File: config.mk
export PLATFORM = sky130hd
export DESIGN_NAME = packet_sink
export DESIGN_NICKNAME = d
export VERILOG_FILES = /design/src/rtl/packet_sink_pkg.sv /design/src/rtl/sink_stall_gen.sv /design/src/rtl/packet_sink.sv
export SDC_FILE = /design/constraint.sdc
export NUM_CORES = 1
export LEC_CHECK = 0
export CAP_MARGIN = 20
export CORE_ASPECT_RATIO = 0.9
export CORE_UTILIZATION = 40
export DETAILED_ROUTE_END_ITERATION = 8
export GPL_TIMING_DRIVEN = 1
export PLACE_DENSITY_LB_ADDON = 0.2
export SLEW_MARGIN = 30
export SYNTH_ARGS = -nofsm -noshare
export SYNTH_HDL_FRONTEND = slang
export SYNTH_SLANG_ARGS = --single-unit
File: constraint.sdc
create_clock -name clk -period 2.7 [get_ports clk]
set_clock_uncertainty 0.15 [all_clocks]
set_input_delay 0.27 -clock clk [delete_from_list [all_inputs] [get_ports clk]]
set_output_delay 0.27 -clock clk [all_outputs]
set_load 0.01 [all_outputs]
File: src/rtl/packet_sink_pkg.sv
// Shared definitions for the packet_sink traffic checker: flit layout helpers and FSM states.
package packet_sink_pkg;

    typedef enum logic [1:0] {
        ST_IDLE  = 2'd0,
        ST_BODY  = 2'd1,
        ST_DRAIN = 2'd2
    } sink_state_t;

    // Flit layout is {last, addr, data}, so these must agree with the generator side.
    function automatic int flit_last_bit(input int data_size, input int addr_size);
        return data_size + addr_size;
    endfunction

    function automatic int flit_addr_lsb(input int data_size);
        return data_size;
    endfunction

    function automatic int max_int(input int a, input int b);
        return (a > b) ? a : b;
    endfunction

endpackage

File: src/rtl/sink_stall_gen.sv
// Programmable back-pressure source for packet_sink: drops ready one cycle in every STALL_PERIOD.
module sink_stall_gen #(
    parameter int STALL_PERIOD = 0
) (
    input  logic clk,
    input  logic a_rst,
    output logic out_r
);

    localparam int CNT_W = $clog2(STALL_PERIOD) + 1;

    logic [CNT_W-1:0] cnt;

    // Ready reflects the counter value before it advances, giving a 1,1,..,0 pattern.
    always_ff @(posedge clk) begin
        if (a_rst) begin
            cnt   <= CNT_W'(1);
            out_r <= 1'b0;
        end else if (STALL_PERIOD == 0) begin
            out_r <= 1'b1;
        end else begin
            out_r <= (cnt != '0);
            cnt   <= (cnt == CNT_W'(STALL_PERIOD - 1)) ? '0 : cnt + CNT_W'(1);
        end
    end

endmodule

File: src/rtl/packet_sink.sv
// NoC local-port traffic sink: accepts flits, checks address/structure/length/payload, keeps counters.
module packet_sink
    import packet_sink_pkg::*;
#(
    parameter int DATA_SIZE      = 8,
    parameter int ADDR_SIZE      = 4,
    parameter int ADDR           = 0,
    parameter int NODES_NUM      = 9,
    parameter int MAX_PACK_LEN   = 8,
    parameter int PACKS_EXPECTED = 16,
    parameter int STALL_PERIOD   = 0,
    parameter int DEBUG          = 0
) (
    input  logic                           clk,
    input  logic                           a_rst,
    input  logic [DATA_SIZE+ADDR_SIZE:0]   data_i,
    input  logic                           in_w,
    output logic                           out_r,
    output logic [31:0]                    pack_cnt,
    output logic [31:0]                    flit_cnt,
    output logic [15:0]                    err_cnt,
    output logic                           err_o,
    output logic [ADDR_SIZE-1:0]           last_src,
    output logic                           done
);

    localparam int LAST_BIT = flit_last_bit(DATA_SIZE, ADDR_SIZE);
    localparam int ADDR_LSB = flit_addr_lsb(DATA_SIZE);
    localparam int IDX_W    = max_int(DATA_SIZE, $clog2(MAX_PACK_LEN + 1) + 1);

    if (STALL_PERIOD == 1 || STALL_PERIOD < 0 || ADDR_SIZE > DATA_SIZE ||
        MAX_PACK_LEN < 1 || (DEBUG != 0 && DEBUG != 1)) begin : g_bad_params
        $error("packet_sink: illegal parameter combination");
    end

    sink_state_t            state;
    logic [IDX_W-1:0]       flit_idx;
    logic [ADDR_SIZE-1:0]   src_q;

    logic                   flit_last;
    logic [ADDR_SIZE-1:0]   flit_addr;
    logic [DATA_SIZE-1:0]   flit_data;
    logic [ADDR_SIZE-1:0]   head_src;
    logic                   accept;
    logic                   addr_err;
    logic                   src_err;
    logic                   pat_err;
    logic                   len_over;
    logic                   flit_err;
    logic                   complete;
    logic [ADDR_SIZE-1:0]   complete_src;
    logic [31:0]            pack_next;

    sink_stall_gen #(
        .STALL_PERIOD(STALL_PERIOD)
    ) u_stall (
        .clk  (clk),
        .a_rst(a_rst),
        .out_r(out_r)
    );

    assign flit_last = data_i[LAST_BIT];
    assign flit_addr = data_i[ADDR_LSB +: ADDR_SIZE];
    assign flit_data = data_i[DATA_SIZE-1:0];
    assign head_src  = flit_data[ADDR_SIZE-1:0];
    assign accept    = in_w && out_r;
    assign pack_next = pack_cnt + 32'd1;

    // All error sources of one flit collapse into a single error event.
    always_comb begin
        addr_err     = (flit_addr != ADDR_SIZE'(ADDR));
        src_err      = (32'(head_src) >= 32'(NODES_NUM));
        pat_err      = (flit_data != flit_idx[DATA_SIZE-1:0]);
        len_over     = (flit_idx == IDX_W'(MAX_PACK_LEN)) && !flit_last;
        flit_err     = 1'b0;
        complete     = 1'b0;
        complete_src = src_q;
        case (state)
            ST_IDLE: begin
                flit_err     = addr_err || src_err;
                complete     = flit_last;
                complete_src = head_src;
            end
            ST_BODY: begin
                flit_err = addr_err || pat_err || len_over;
                complete = flit_last;
            end
            default: begin
                flit_err = 1'b0;
                complete = 1'b0;
            end
        endcase
    end

    always_ff @(posedge clk) begin
        if (a_rst) begin
            state    <= ST_IDLE;
            flit_idx <= '0;
            src_q    <= '0;
            pack_cnt <= '0;
            flit_cnt <= '0;
            err_cnt  <= '0;
            err_o    <= 1'b0;
            last_src <= '0;
            done     <= 1'b0;
        end else begin
            err_o <= 1'b0;
            if (accept) begin
                flit_cnt <= flit_cnt + 32'd1;
                if (flit_err) begin
                    err_o <= 1'b1;
                    if (err_cnt != 16'hFFFF) begin
                        err_cnt <= err_cnt + 16'd1;
                    end
                end
                if (complete) begin
                    pack_cnt <= pack_next;
                    last_src <= complete_src;
                    if (pack_next >= 32'(PACKS_EXPECTED)) begin
                        done <= 1'b1;
                    end
                end
                // Packets that overflow are drained up to their last flit and never counted.
                case (state)
                    ST_IDLE: begin
                        if (!flit_last) begin
                            state    <= ST_BODY;
                            flit_idx <= IDX_W'(1);
                            src_q    <= head_src;
                        end
                    end
                    ST_BODY: begin
                        if (flit_last) begin
                            state    <= ST_IDLE;
                            flit_idx <= '0;
                        end else if (len_over) begin
                            state <= ST_DRAIN;
                        end else begin
                            flit_idx <= flit_idx + IDX_W'(1);
                        end
                    end
                    default: begin
                        if (flit_last) begin
                            state    <= ST_IDLE;
                            flit_idx <= '0;
                        end
                    end
                endcase
            end
        end
    end

endmodule

==> results.toml <==
[run_status]
status = "complete, no violations"

[sta]
fmax_mhz = 403
rsz0062_at_grt = "no"
setup_violations = 0
finalHoldViolations = 0
drv_slew = 0
relSlewSlack = 0.584
post-route-min-period_ns = 2.48
fin_crit_sh = 0.920
setup_tns_ns = 0
worst_pin_slew_ns = 0.619

[synthesis]
synth_edf_count = 0
yosysTopAreaCell = "dfxtp_1"
synth_most_common_cell = "nor2_1"
netlist_instances = 641
yosysWarnings = 0
synth_nets = 662
synth_area_mm2 = 0.00525
synth-seq-cells = 101
synth_common_cells = "104 x nor2_1, 101 x dfxtp_1, 49 x nand2_1"
synthArstFlopShare = 0
ys.flop_type = "dfxtp_1"
synth.area.top_cells = "dfxtp_1 38%, xor2_1 7.8%, nor2_1 7.4%"
synth_top_area_share = 0.385
syn_area_per_cell_um2 = 8.20
yosysSeqAreaShare = 0.385
ys_types = 53

[finish]
nNetsFinal = 772
multi_input_area_mm2 = 0.00306
ff_latch_area_mm2 = 0.00202
area_growth_pct = 30.0
drive_gt1_frac = 0.0820
layout.cells.non_filler = 920
fillers = 1168
antenna_cells = 0
post-route-util = 0.536

[cts]
cts_hold_buffers = 0
clock_latency_ns = 0.34
ctsResizeCount = 0
postCtsSetupRepairBufs = 0
cts_tree = "yes"
cts.sinks = 101
cts_buffers = 9
cts_root_buf = "clkbuf_16"
cts.clk_slew.worst_paths_ns = 0.07
htree_levels = 3
clock_path_buffers = 2

[worst_setup_path]
crit_end = "err_cnt[7]"
cp-end-kind = "register"
reg2reg_depth = 8
worstPathMaxFanout = 14
crit_type = "reg -> reg"
path_cells = "inv_1 > ha_1 > or4b_4 > nor3_2 > o31a_2 > o21ai_4 > nor4b_1 > mux2_2"
critPathArrivalTime_ns = 2.57
r2r_start = "flit_idx[0]"
startpoint = "flit_idx[0]"
startpoint_type = "register"
reg2reg_to = "err_cnt[7]"
crit_required_ns = 2.79
crit_slowest_cell = "or4b_4"
rrSetupSlack_ns = 0.22
cpPeakStageDelay_ns = 0.47

[routing]
vias = 5011
wl_mm = 13.5
wire_per_inst_um = 14.7
vias_per_cell = 5.45
antenna_left = 0
drtIter0Drc = 362
drcViolationCount = 0
first_pass_iters = 5

[floorplan]
die-area_mm2 = 0.0136
core_mm2 = 0.0127
io_pins = 103
row_count = 39
die_w_um = 123
die_height_um = 111
start_util = 0.413

[global_route]
antenna_found_initial = 0
grt_pass1_vias = 4526
gr-total-overflow = 0
grt_pass1_wl_mm = 22.2
grt_start_max_net_pins = 60
grt.total_usage = 0.203

[pwr]
p_leak_uw = 0.00235
worst_ir_drop_vdd_mv = 0.251
powerDensity_mw_per_mm2 = 425
p_total_uw = 2900

[place]
dp_cells = 904
gp_congestion = 0.902
numPortBuffers = 102
dp_hpwl_mm = 9.87

[hold_path]
worstHoldPathType = "in -> reg"
holdPathStages = 2

[flow_run]
maxCapViolCount = 0
## power by group
group / internal, uW / total [uW] / switching (uW)
combinational: 69.7 / 156 / 86.0
sequential: 1500 / 1520 / 15.6
clock: 634 / 1230 / 597
## sequential cells by signal, indices dropped and copies added (netlist names)
register       cells
last_src           4
flit_idx           8
done               1
err_o              1
src_q              4
err_cnt           16
u_stall.out_r      1
flit_cnt          32
state              2
pack_cnt          32
## metal layers
| metal | GRT usage | routed length, um | vias to the layer above |
|---|---|---|---|
| li1 | - | - | 2485 |
| met1 | 0.279 | 6450 | 2355 |
| met2 | 0.316 | 6210 | 152 |
| met3 | 0.0365 | 642 | 19 |
| met4 | 0.0675 | 248 | 0 |
| met5 | 0 | 0 | - |
## worst min path at each step
| stage | from | end | slack (ns) |
|---|---|---|---|
| floorplan | data_i[0] | src_q[0] | 0.26 |
| global placement | flit_cnt[1] | flit_cnt[1] | 0.33 |
| detailed placement | src_q[0] | src_q[0] | 0.34 |
| CTS | a_rst | last_src[3] | 0.04 |
| global route | a_rst | last_src[3] | 0.05 |
| finish | a_rst | last_src[3] | 0.06 |
## area by class of cell
type / count / area share
multi-input combinational: 499 / 0.448
sequential: 101 / 0.296
timing repair buffer: 130 / 0.179
clock buffer: 10 / 0.0335
tap: 164 / 0.0300
clock inverter: 6 / 0.00714
inverter: 10 / 0.00549
## placed cells by master, fill, tap and decap left out, drive strengths merged, types with 3 or more instances in the layout
cell,count
nor2,104
dfxtp,101
clkdlybuf4s50,101
nand2,49
xor2,47
nand4,36
nand3,35
xnor2,34
buf,29
o21ai,24
a21oi,21
nor3,20
or3,16
and3,13
nor4,13
inv,11
clkbuf,10
and4,8
mux2,8
and2,7
mux2i,7
nor2b,6
a31oi,6
nor4b,5
a311oi,5
ha,5
nand2b,3
o22ai,3
clkinv,3
## metrics by stage
| stage | worst slack, ns | hold slack, ns | cell area [um2] |
|---|---|---|---|
| global placement | 0.205 | 0.333 | 6550 |
| finish | 0.216 | 0.0562 | 6830 |
| detailed placement | 0.176 | 0.342 | 6550 |
| floorplan | 0.405 | 0.264 | 5250 |
| global route | 0.0249 | 0.0540 | 6830 |
| CTS | 0.184 | 0.0441 | 6830 |
## critical path, delay by kind of cell, from the launching register on
family	cells	cell delay, ns
and+or+nand+nor	3	0.99
muxes	1	0.37
DFF	1	0.35
AOI/OAI and AO/OA	2	0.28
adders and majority gates	1	0.14
buffers and inverters	1	0.10
## cells by family after synthesis
kind of cell               after synthesis  synth area share
AOI/OAI and AO/OA                       73            0.0872
xor gates and xnor gates                81             0.135
adders and majority gates                5            0.0119
buffers and inverters                   41            0.0322
DFF                                    101             0.385
muxes                                   15            0.0305
and+or+nand+nor                        325             0.318
No activity file was read; power rests on OpenSTA's default activity.
